<file path="src/rtl/input_clk_meter_pkg.sv">
// Shared types and default widths for the input clock meter.
// The state encoding is used by input_clk_meter; widths feed its parameter defaults.
package input_clk_meter_pkg;

  localparam int CNT_W_DEF = 16;
  localparam int WIN_W_DEF = 16;

  typedef enum logic [1:0] {
    IDLE  = 2'd0,
    ARM   = 2'd1,
    COUNT = 2'd2,
    DONE  = 2'd3
  } meter_state_t;

endpackage

</file>
<file path="src/rtl/meas_edge_sync.sv">
// Two-flop synchronizer plus a third flop for rising-edge detection of an async level.
// sync_out is the synchronized level; rise_pulse is a one-cycle pulse per rising edge.
module meas_edge_sync (
  input  logic clk,
  input  logic rstb,
  input  logic async_in,
  output logic sync_out,
  output logic rise_pulse
);

  logic [2:0] sync_ff;

  always_ff @(posedge clk or negedge rstb) begin
    if (!rstb) begin
      sync_ff <= '0;
    end else begin
      sync_ff <= {sync_ff[1:0], async_in};
    end
  end

  assign sync_out   = sync_ff[1];
  assign rise_pulse = sync_ff[1] & ~sync_ff[2];

endmodule

</file>
<file path="src/rtl/input_clk_meter.sv">
// Counts rising edges of an async divided clock over a programmable reference-clock window.
// Optional duty-cycle high-time counter enabled by defining INPUT_CLK_METER_DUTY_EN.
module input_clk_meter
  import input_clk_meter_pkg::*;
#(
  parameter int CNT_W = CNT_W_DEF,
  parameter int WIN_W = WIN_W_DEF
) (
  input  logic             clk,
  input  logic             rstb,
  input  logic             start,
  input  logic [WIN_W-1:0] window_len,
  input  logic             meas_in,
  output logic             busy,
  output logic             done,
  output logic [CNT_W-1:0] edge_count,
  output logic             overflow
`ifdef INPUT_CLK_METER_DUTY_EN
  ,
  output logic [WIN_W-1:0] high_count
`endif
);

  meter_state_t     state;
  logic             start_q;
  logic             start_rise;
  logic [WIN_W-1:0] win_reg;
  logic [WIN_W-1:0] win_cnt;
  logic             meas_sync;
  logic             meas_rise;

  meas_edge_sync u_sync (
    .clk        (clk),
    .rstb       (rstb),
    .async_in   (meas_in),
    .sync_out   (meas_sync),
    .rise_pulse (meas_rise)
  );

  assign start_rise = start & ~start_q;

  always_ff @(posedge clk or negedge rstb) begin
    if (!rstb) begin
      state      <= IDLE;
      start_q    <= 1'b0;
      win_reg    <= '0;
      win_cnt    <= '0;
      busy       <= 1'b0;
      done       <= 1'b0;
      edge_count <= '0;
      overflow   <= 1'b0;
    end else begin
      start_q <= start;
      case (state)
        IDLE, DONE: begin
          if (start_rise) begin
            win_reg    <= window_len;
            edge_count <= '0;
            overflow   <= 1'b0;
            busy       <= 1'b1;
            done       <= 1'b0;
            state      <= ARM;
          end
        end
        ARM: begin
          if (win_reg == '0) begin
            busy  <= 1'b0;
            done  <= 1'b1;
            state <= DONE;
          end else begin
            win_cnt <= win_reg;
            state   <= COUNT;
          end
        end
        COUNT: begin
          win_cnt <= win_cnt - 1'b1;
          // Saturate rather than wrap so an over-range input is flagged, not aliased.
          if (meas_rise) begin
            if (edge_count == '1) begin
              overflow <= 1'b1;
            end else begin
              edge_count <= edge_count + 1'b1;
            end
          end
          if (win_cnt == WIN_W'(1)) begin
            busy  <= 1'b0;
            done  <= 1'b1;
            state <= DONE;
          end
        end
        default: begin
          busy  <= 1'b0;
          done  <= 1'b0;
          state <= IDLE;
        end
      endcase
    end
  end

`ifdef INPUT_CLK_METER_DUTY_EN
  // High-time count cannot exceed win_reg, so WIN_W bits never wrap.
  always_ff @(posedge clk or negedge rstb) begin
    if (!rstb) begin
      high_count <= '0;
    end else if ((state == IDLE || state == DONE) && start_rise) begin
      high_count <= '0;
    end else if (state == COUNT && meas_sync) begin
      high_count <= high_count + 1'b1;
    end
  end
`else
  logic unused_meas_sync;
  assign unused_meas_sync = meas_sync;
`endif

endmodule

</file>
<file path="config.mk">
export PLATFORM = sky130hd
export DESIGN_NAME = input_clk_meter
export DESIGN_NICKNAME = d
export VERILOG_FILES = /design/src/rtl/input_clk_meter_pkg.sv /design/src/rtl/meas_edge_sync.sv /design/src/rtl/input_clk_meter.sv
export SDC_FILE = /design/constraint.sdc
export NUM_CORES = 1
export LEC_CHECK = 0
export ABC_CLOCK_PERIOD_IN_PS = 2700
export BUFFER_PORTS_ARGS = -buffer_cell sky130_fd_sc_hd__buf_2
export CAP_MARGIN = 20
export CORE_ASPECT_RATIO = 1.2
export CORE_MARGIN = 3
export CORE_UTILIZATION = 24
export CTS_BUF_LIST = sky130_fd_sc_hd__clkbuf_4 sky130_fd_sc_hd__clkbuf_8 sky130_fd_sc_hd__clkbuf_16
export CTS_CLUSTER_SIZE = 12
export DETAILED_ROUTE_END_ITERATION = 6
export PLACE_DENSITY = 0.46
export SYNTH_ARGS = -nofsm -noshare
export SYNTH_HDL_FRONTEND = slang
export SYNTH_HIERARCHICAL = 1
export SYNTH_SLANG_ARGS = --single-unit
export TNS_END_PERCENT = 1
</file>
<file path="constraint.sdc">
create_clock -name clk -period 2.7 [get_ports clk]
set_clock_uncertainty 0.05 [all_clocks]
set_input_delay 0.54 -clock clk [delete_from_list [all_inputs] [get_ports clk]]
set_output_delay 0.54 -clock clk [all_outputs]
set_load 0.05 [all_outputs]
</file>
# Word level (Yosys, flattened, before mapping)
# Cells that the tools add are included.
word_totals:
  ff_bits: 57
  latchBits: 0
  ram_bits: 0
  rom_bits: 0
  in_bits: 20
  out_inout_bits: 19
  n_memories: 0
op_classes:
  addsub: 2
  n_mul: 0
  div: 0
  n_lt_le_gt_ge: 0
  n_eq_ne: 12
  shift: 0
  mux: 21
  bitwise: 4
  n_reduce_logical: 11
ops:
  columns: ["op", "n"]
  rows:
  - ["16-bit 2-to-1 mux", 4]
  - ["16-bit case mux with 2 select lines", 2]
  - ["16-bit by 1-bit adder with 16-bit output (second input constant)", 1]
  - ["16-bit by 1-bit == test with 1-bit output (second input constant)", 1]
  - ["16-bit == test (second input constant)", 1]
  - ["16-bit logical NOT", 1]
  - ["16-bit by 1-bit subtractor with 16-bit output (second input constant)", 1]
  - ["2-bit inequality test (second input constant)", 7]
  - ["1-bit 2-to-1 mux", 9]
  - ["4-bit AND reduction", 2]
  - ["1-bit case mux with 3 select lines", 2]
  - ["2-bit case mux with 3 select lines", 1]
  - ["2-bit AND reduction", 3]
  - ["2-bit == test (second input constant)", 2]
  - ["2-bit 2-to-1 mux", 2]
  - ["2-bit nonzero test", 2]
  - ["3-bit AND reduction", 1]
  - ["1-bit AND", 2]
  - ["2-bit by 1-bit == test with 1-bit output (second input constant)", 1]
  - ["2-bit logical NOT", 1]
  - ["1-bit inverter", 2]
  - ["1-bit case mux with 2 select lines", 1]
  - ["2-bit OR reduction", 1]

# Longest topological paths before layout
depth:
  word_depth: 4
  mapped_depth: 9
  mapped_depth_nobuf: 7

# By module
# The synthesis kept the hierarchy.
modules_own_cells:
  columns: ["mod", "n_inst", "cells_each", "area_each_um2", "seq_area_each_um2"]
  rows:
  - ["input_clk_meter", 1, 307, 3016.6, 1351.3]
  - ["meas_edge_sync", 1, 4, 88.8, 75.1]

# Least setup slack after synthesis
# No wires, ideal clock.
synth_path:
  path_kind: "flip-flop to flip-flop"
  startpoint: "reg edge_count[0]"
  endpoint: "reg edge_count[3]"
  setup_time_ns: 0.131
  arrival_time_ns: 1.958
  path_slack_ns: 0.561
  stages_incl_launch_ff: 8
  synth_period_minus_slack_ns: 2.139
  cell_sequence: "dfrtp_1 ha_1 nand3_1 nor4_4 buf_6 nand3b_1 xor2_1 nor2_1"
synth_via:
  elab_chain_cells: 4
synth_rtl:
  columns: ["element", "line_no", "source"]
  rows:
  - ["start: declaration", "input_clk_meter.sv:16", "output logic [CNT_W-1:0] edge_count,"]
  - ["start signal: assignment", "input_clk_meter.sv:82", "edge_count <= edge_count + 1'b1;"]
  - ["16-bit by 1-bit adder with 16-bit output", "input_clk_meter.sv:82", null]
  - ["16-bit 2-to-1 mux", "input_clk_meter.sv:79", "if (edge_count == '1) begin"]
  - ["16-bit 2-to-1 mux", "input_clk_meter.sv:78", "if (meas_rise) begin"]
  - ["16-bit case mux with 2 select lines", "input_clk_meter.sv:54", "case (state)"]
# Parallel ways exist; a longest one is shown, timed or not. The select of a mux whose other input is x is not followed.
# A chain may end at the register's enable or synchronous reset.

# Final worst setup path
layout_path:
  startpoint: "reg win_reg[11]"
  endpoint: "reg win_cnt[1]"
layout_via:
  elab_chain_cells: 3
layout_rtl:
  columns: ["element", "line_no", "source"]
  rows:
  - ["start: declaration", "input_clk_meter.sv:27", "logic [WIN_W-1:0] win_reg;"]
  - ["start signal: assignment", "input_clk_meter.sv:57", "win_reg <= window_len;"]
  - ["16-bit logical NOT", "input_clk_meter.sv:66", "if (win_reg == '0) begin"]
  - ["2-bit inequality test (no source line)", null, null]
  - ["2-bit AND reduction (no source line)", null, null]
  - ["end signal: assignment", "input_clk_meter.sv:71", "win_cnt <= win_reg;"]
  - ["end signal: assignment", "input_clk_meter.sv:76", "win_cnt <= win_cnt - 1'b1;"]
  - ["end: declaration", "input_clk_meter.sv:28", "logic [WIN_W-1:0] win_cnt;"]
# No other way between the ends.

==> Implementation_results.wiki <==
{| class="wikitable"
! Metric !! Value
|-
| Status || complete, no violations
|-
| Latest clock arrival within the worst-skew pair || 0.33 ns
|-
| Final setup violating endpoints || 0
|-
| Ordered list of cells on the worst path || nor4_1 -> and4_1 -> nand2_1 -> and3_1 -> a221oi_1
|-
| Share of power burned in registers || 0.403
|-
| Post-detailed-route count of antenna-violating nets || 0
|-
| Final net count || 379
|-
| Tightest hold margin || 0.155 ns
|-
| CTS Sinks || 57
|-
| Buffer cell driving the clock tree root || sky130_fd_sc_hd__clkbuf_16
|-
| Via count of the routed design || 2602
|-
| Critical-path cell with the highest stage delay || sky130_fd_sc_hd__nor4_1
|-
| Area growth from synthesis to layout || 22.1%
|-
| Number of nets in the synthesized netlist || 336
|-
| Leading cell type in the layout, fill and taps excluded || sky130_fd_sc_hd__dfrtp_1
|-
| GRT Residual Overflow || 0
|-
| Post-synth ARST share || 1.00
|-
| Launching point of the worst reg2reg path || win_reg[11]$_DFFE_PN0P_
|-
| Clk pin slew, worst setup/hold paths || 0.05 ns
|-
| Deepest level of the CTS H-tree || 3
|-
| Time the worst path needs with I/O delays and setup || 2.46 ns
|-
| Clock network fraction of design power || 0.490
|-
| Family with the most delay on the worst path || simple AND/OR/NAND/NOR gates
|-
| Internal power consumption || 1.73 mW
|-
| Die Height || 131 µm
|-
| Share of post-route cells with drive strength above 1 || 0.249
|-
| Reg2reg end || win_cnt[1]$_DFFE_PN0P_
|-
| Die area || 14300 µm²
|-
| Buffers inserted by post-CTS timing repair || 0
|-
| Worst-Margin Slew || 0.797 ns
|-
| Die width || 110 µm
|-
| Yosys warning total || 6
|-
| Cell types with the largest area share after synthesis || sky130_fd_sc_hd__dfrtp_1 (46%), sky130_fd_sc_hd__mux2_2 (6.2%), sky130_fd_sc_hd__nor2_1 (4.4%)
|-
| Mapped Avg Cell Area || 9.99 µm²
|-
| Fmax || 407 MHz
|-
| Placement Rows || 44
|-
| Final weighted congestion in routability-driven placement || 0.806
|-
| Pins over their slew limit || 0
|-
| Antenna diode count || 0
|-
| Worst EP arrival || 2.63 ns
|-
| Multi-input gate area || 1550 µm²
|-
| Synth Area in Adders || 0.0201
|-
| Number of cells after detailed placement || 504
|-
| Number of DRC markers after the initial detailed-route iteration || 107
|-
| Simple-Gate Fraction of Synth Area || 0.228
|-
| Number of instances in the synthesized netlist || 311
|-
| Element type at the critical path end || register
|-
| Most used flip-flop cell after synthesis || sky130_fd_sc_hd__dfrtp_1
|-
| Register-to-register path setup slack || 0.24 ns
|-
| Crit path required time || 2.87 ns
|-
| Starting utilization of the core area || 0.251
|-
| Count of cells resized by post-cts repair || 0
|-
| Synthesized area || 3110 µm²
|-
| Maximum number of pins on one net before global-route repair || 35
|-
| Sum of met2 wire segment lengths after detailed routing || 4080 µm
|-
| CTS tree || done
|-
| Classification of the worst-slack hold path || input port to async pin
|-
| Topmost layer with routed signal wires || met4
|-
| Compound-cell area share of the yosys netlist || 0.149
|-
| First-pass detailed-route iteration total || 4
|-
| Routed metal-1 wire length || 3440 µm
|-
| Total GRT Usage || 0.123
|-
| Register area || 1430 µm²
|-
| Final cell count without fillers || 519
|-
| Count of flip-flops with a built-in enable after synthesis || 0
|-
| Amount of wire on met3 after detailed routing || 285 µm
|-
| Placeable core region || 12400 µm²
|-
| Hold Fails Final Rpt || 0
|-
| Proportion of total power due to net switching || 0.261
|-
| Net load switching power || 0.609 mW
|-
| Number of inserted filler cells in the final layout || 1310
|-
| Post-synthesis sequential element count || 57
|-
| Worst stage delay on the critical path || 0.56 ns
|-
| Setup_tns || 0 ns
|-
| Kind of start point of the critical path || register
|-
| Number of antenna violations at the first check in global routing || 0
|-
| I/O Buffers || 38
|-
| Clk buf depth || 2
|-
| Fraction of post-synthesis cell area in the top cell type by area || 0.459
|-
| RSZ-0062 raised after global routing || no
|-
| Top library cells by usage in the layout, fill and taps aside || sky130_fd_sc_hd__dfrtp_1 (57), sky130_fd_sc_hd__buf_2 (38), sky130_fd_sc_hd__nor2_1 (36)
|-
| Number of global-route vias before repair || 2661
|-
| Cell accounting for the most synthesized area || sky130_fd_sc_hd__dfrtp_1
|-
| Share of the cycle needed by the critical path after routing || 0.910
|-
| Post-CTS Hold Buffers || 0
|-
| Total power density per cell area || 616 nW/µm²
|-
| Drt total wl || 8040 µm
|-
| Global-route wire length before repair || 13700 µm
|-
| Number of unique standard cell types used by synthesis || 59
|-
| Maximum fanout along the worst path || 13
|-
| Remaining design rule violation count || 0
|-
| I/O pin count || 39
|-
| Pleak || 1.66 nW
|-
| Main combinational cell family by area after synthesis || simple AND/OR/NAND/NOR gates
|-
| Post-detailed-placement half-perimeter wirelength || 5890 µm
|-
| Crit path buffers/inverters || 0
|-
| Critical Setup Path Class || register to register
|-
| Routed wire per std cell || 15.5 µm
|-
| Detail-routed via count per cell || 5.01
|-
| Cts bufs inserted || 9
|-
| Share of synthesized area spent on multiplexers || 0.0649
|-
| Maximum Capacitance Violations || 0
|-
| Total chip power || 2.33 mW
|-
| Max_slew headroom || 0.464
|-
| Depth of the most critical reg-to-reg path || 5
|-
| Power share of the combinational group || 0.107
|-
| Xor and xnor fraction of the mapped netlist area || 0.0367
|-
| Proportion of synthesized chip area in sequential cells || 0.459
|-
| Maximum vdd drop || 513 µV
|-
| Crit path depth || 5
|}
[through the flow]
stage / setup WS [ns] / utilization / area [µm²]
floorplan: 0.561 / - / 3110
global placement: 0.300 / 0.282 / 3490
detailed placement: 0.261 / 0.282 / 3490
CTS: 0.245 / 0.306 / 3790
global route: 0.0164 / 0.306 / 3790
finish: 0.243 / 0.306 / 3790
[kinds of logic (layout without fill, tap and decap cells)]
family | count (synthesis) | in the layout
buf+inv | 26 | 73
compound gates | 63 | 63
flops | 57 | 57
mux | 18 | 18
xor+xnor | 13 | 13
fa+ha+maj | 5 | 5
simple gates | 129 | 129
[worst max path at each step]
stage	start	endpoint
after floorplan	edge_count[0]$_DFFE_PN0P_	edge_count[3]$_DFFE_PN0P_
after global placement	win_reg[11]$_DFFE_PN0P_	win_cnt[1]$_DFFE_PN0P_
after detailed placement	win_reg[11]$_DFFE_PN0P_	win_cnt[1]$_DFFE_PN0P_
after CTS	win_reg[11]$_DFFE_PN0P_	win_cnt[1]$_DFFE_PN0P_
after global routing	win_reg[11]$_DFFE_PN0P_	win_cnt[1]$_DFFE_PN0P_
final	win_reg[11]$_DFFE_PN0P_	win_cnt[1]$_DFFE_PN0P_
[layout make-up]
| type | count | area share |
|---|---|---|
| multi-input combinational | 228 | 0.409 |
| sequential | 57 | 0.376 |
| timing repair buffer | 47 | 0.0713 |
| clock buffer | 12 | 0.0686 |
| tap | 161 | 0.0531 |
| inverter | 11 | 0.0109 |
| clock inverter | 3 | 0.0106 |
[metal layers]
metal  track usage  vias up
li1              -     1242
met1         0.146     1298
met2         0.209       48
met3        0.0216       14
met4        0.0712        0
met5             0        -
[cell usage after synthesis (all sizes together) (2+ instances only)]
cell,n
nand2b,4
xnor2,8
nor2,36
o22ai,7
dfrtp,57
buf,9
nor3,12
nor2b,3
clkbuf,6
inv,11
ha,5
o32ai,3
nand4,8
a21oi,11
o22a,3
o32a,3
o21ai,9
xor2,5
a211oi,7
nand3,16
or3,6
a311oi,3
a221o,2
o21a,2
nand2,19
and3,3
mux2,17
and4,5
and2,2
nor4,11
[power by group through the flow]
stage / Clock, mW / Combinational [mW] / Sequential, mW
final: 1.14 / 0.250 / 0.940
after global routing: 1.21 / 0.269 / 0.949
after CTS: 1.18 / 0.255 / 0.939
after detailed placement: 0 / 0.254 / 0.953
after global placement: 0 / 0.253 / 0.953
after floorplan: 0 / 0.0575 / 1.06
(Power assumes the default switching activity.)
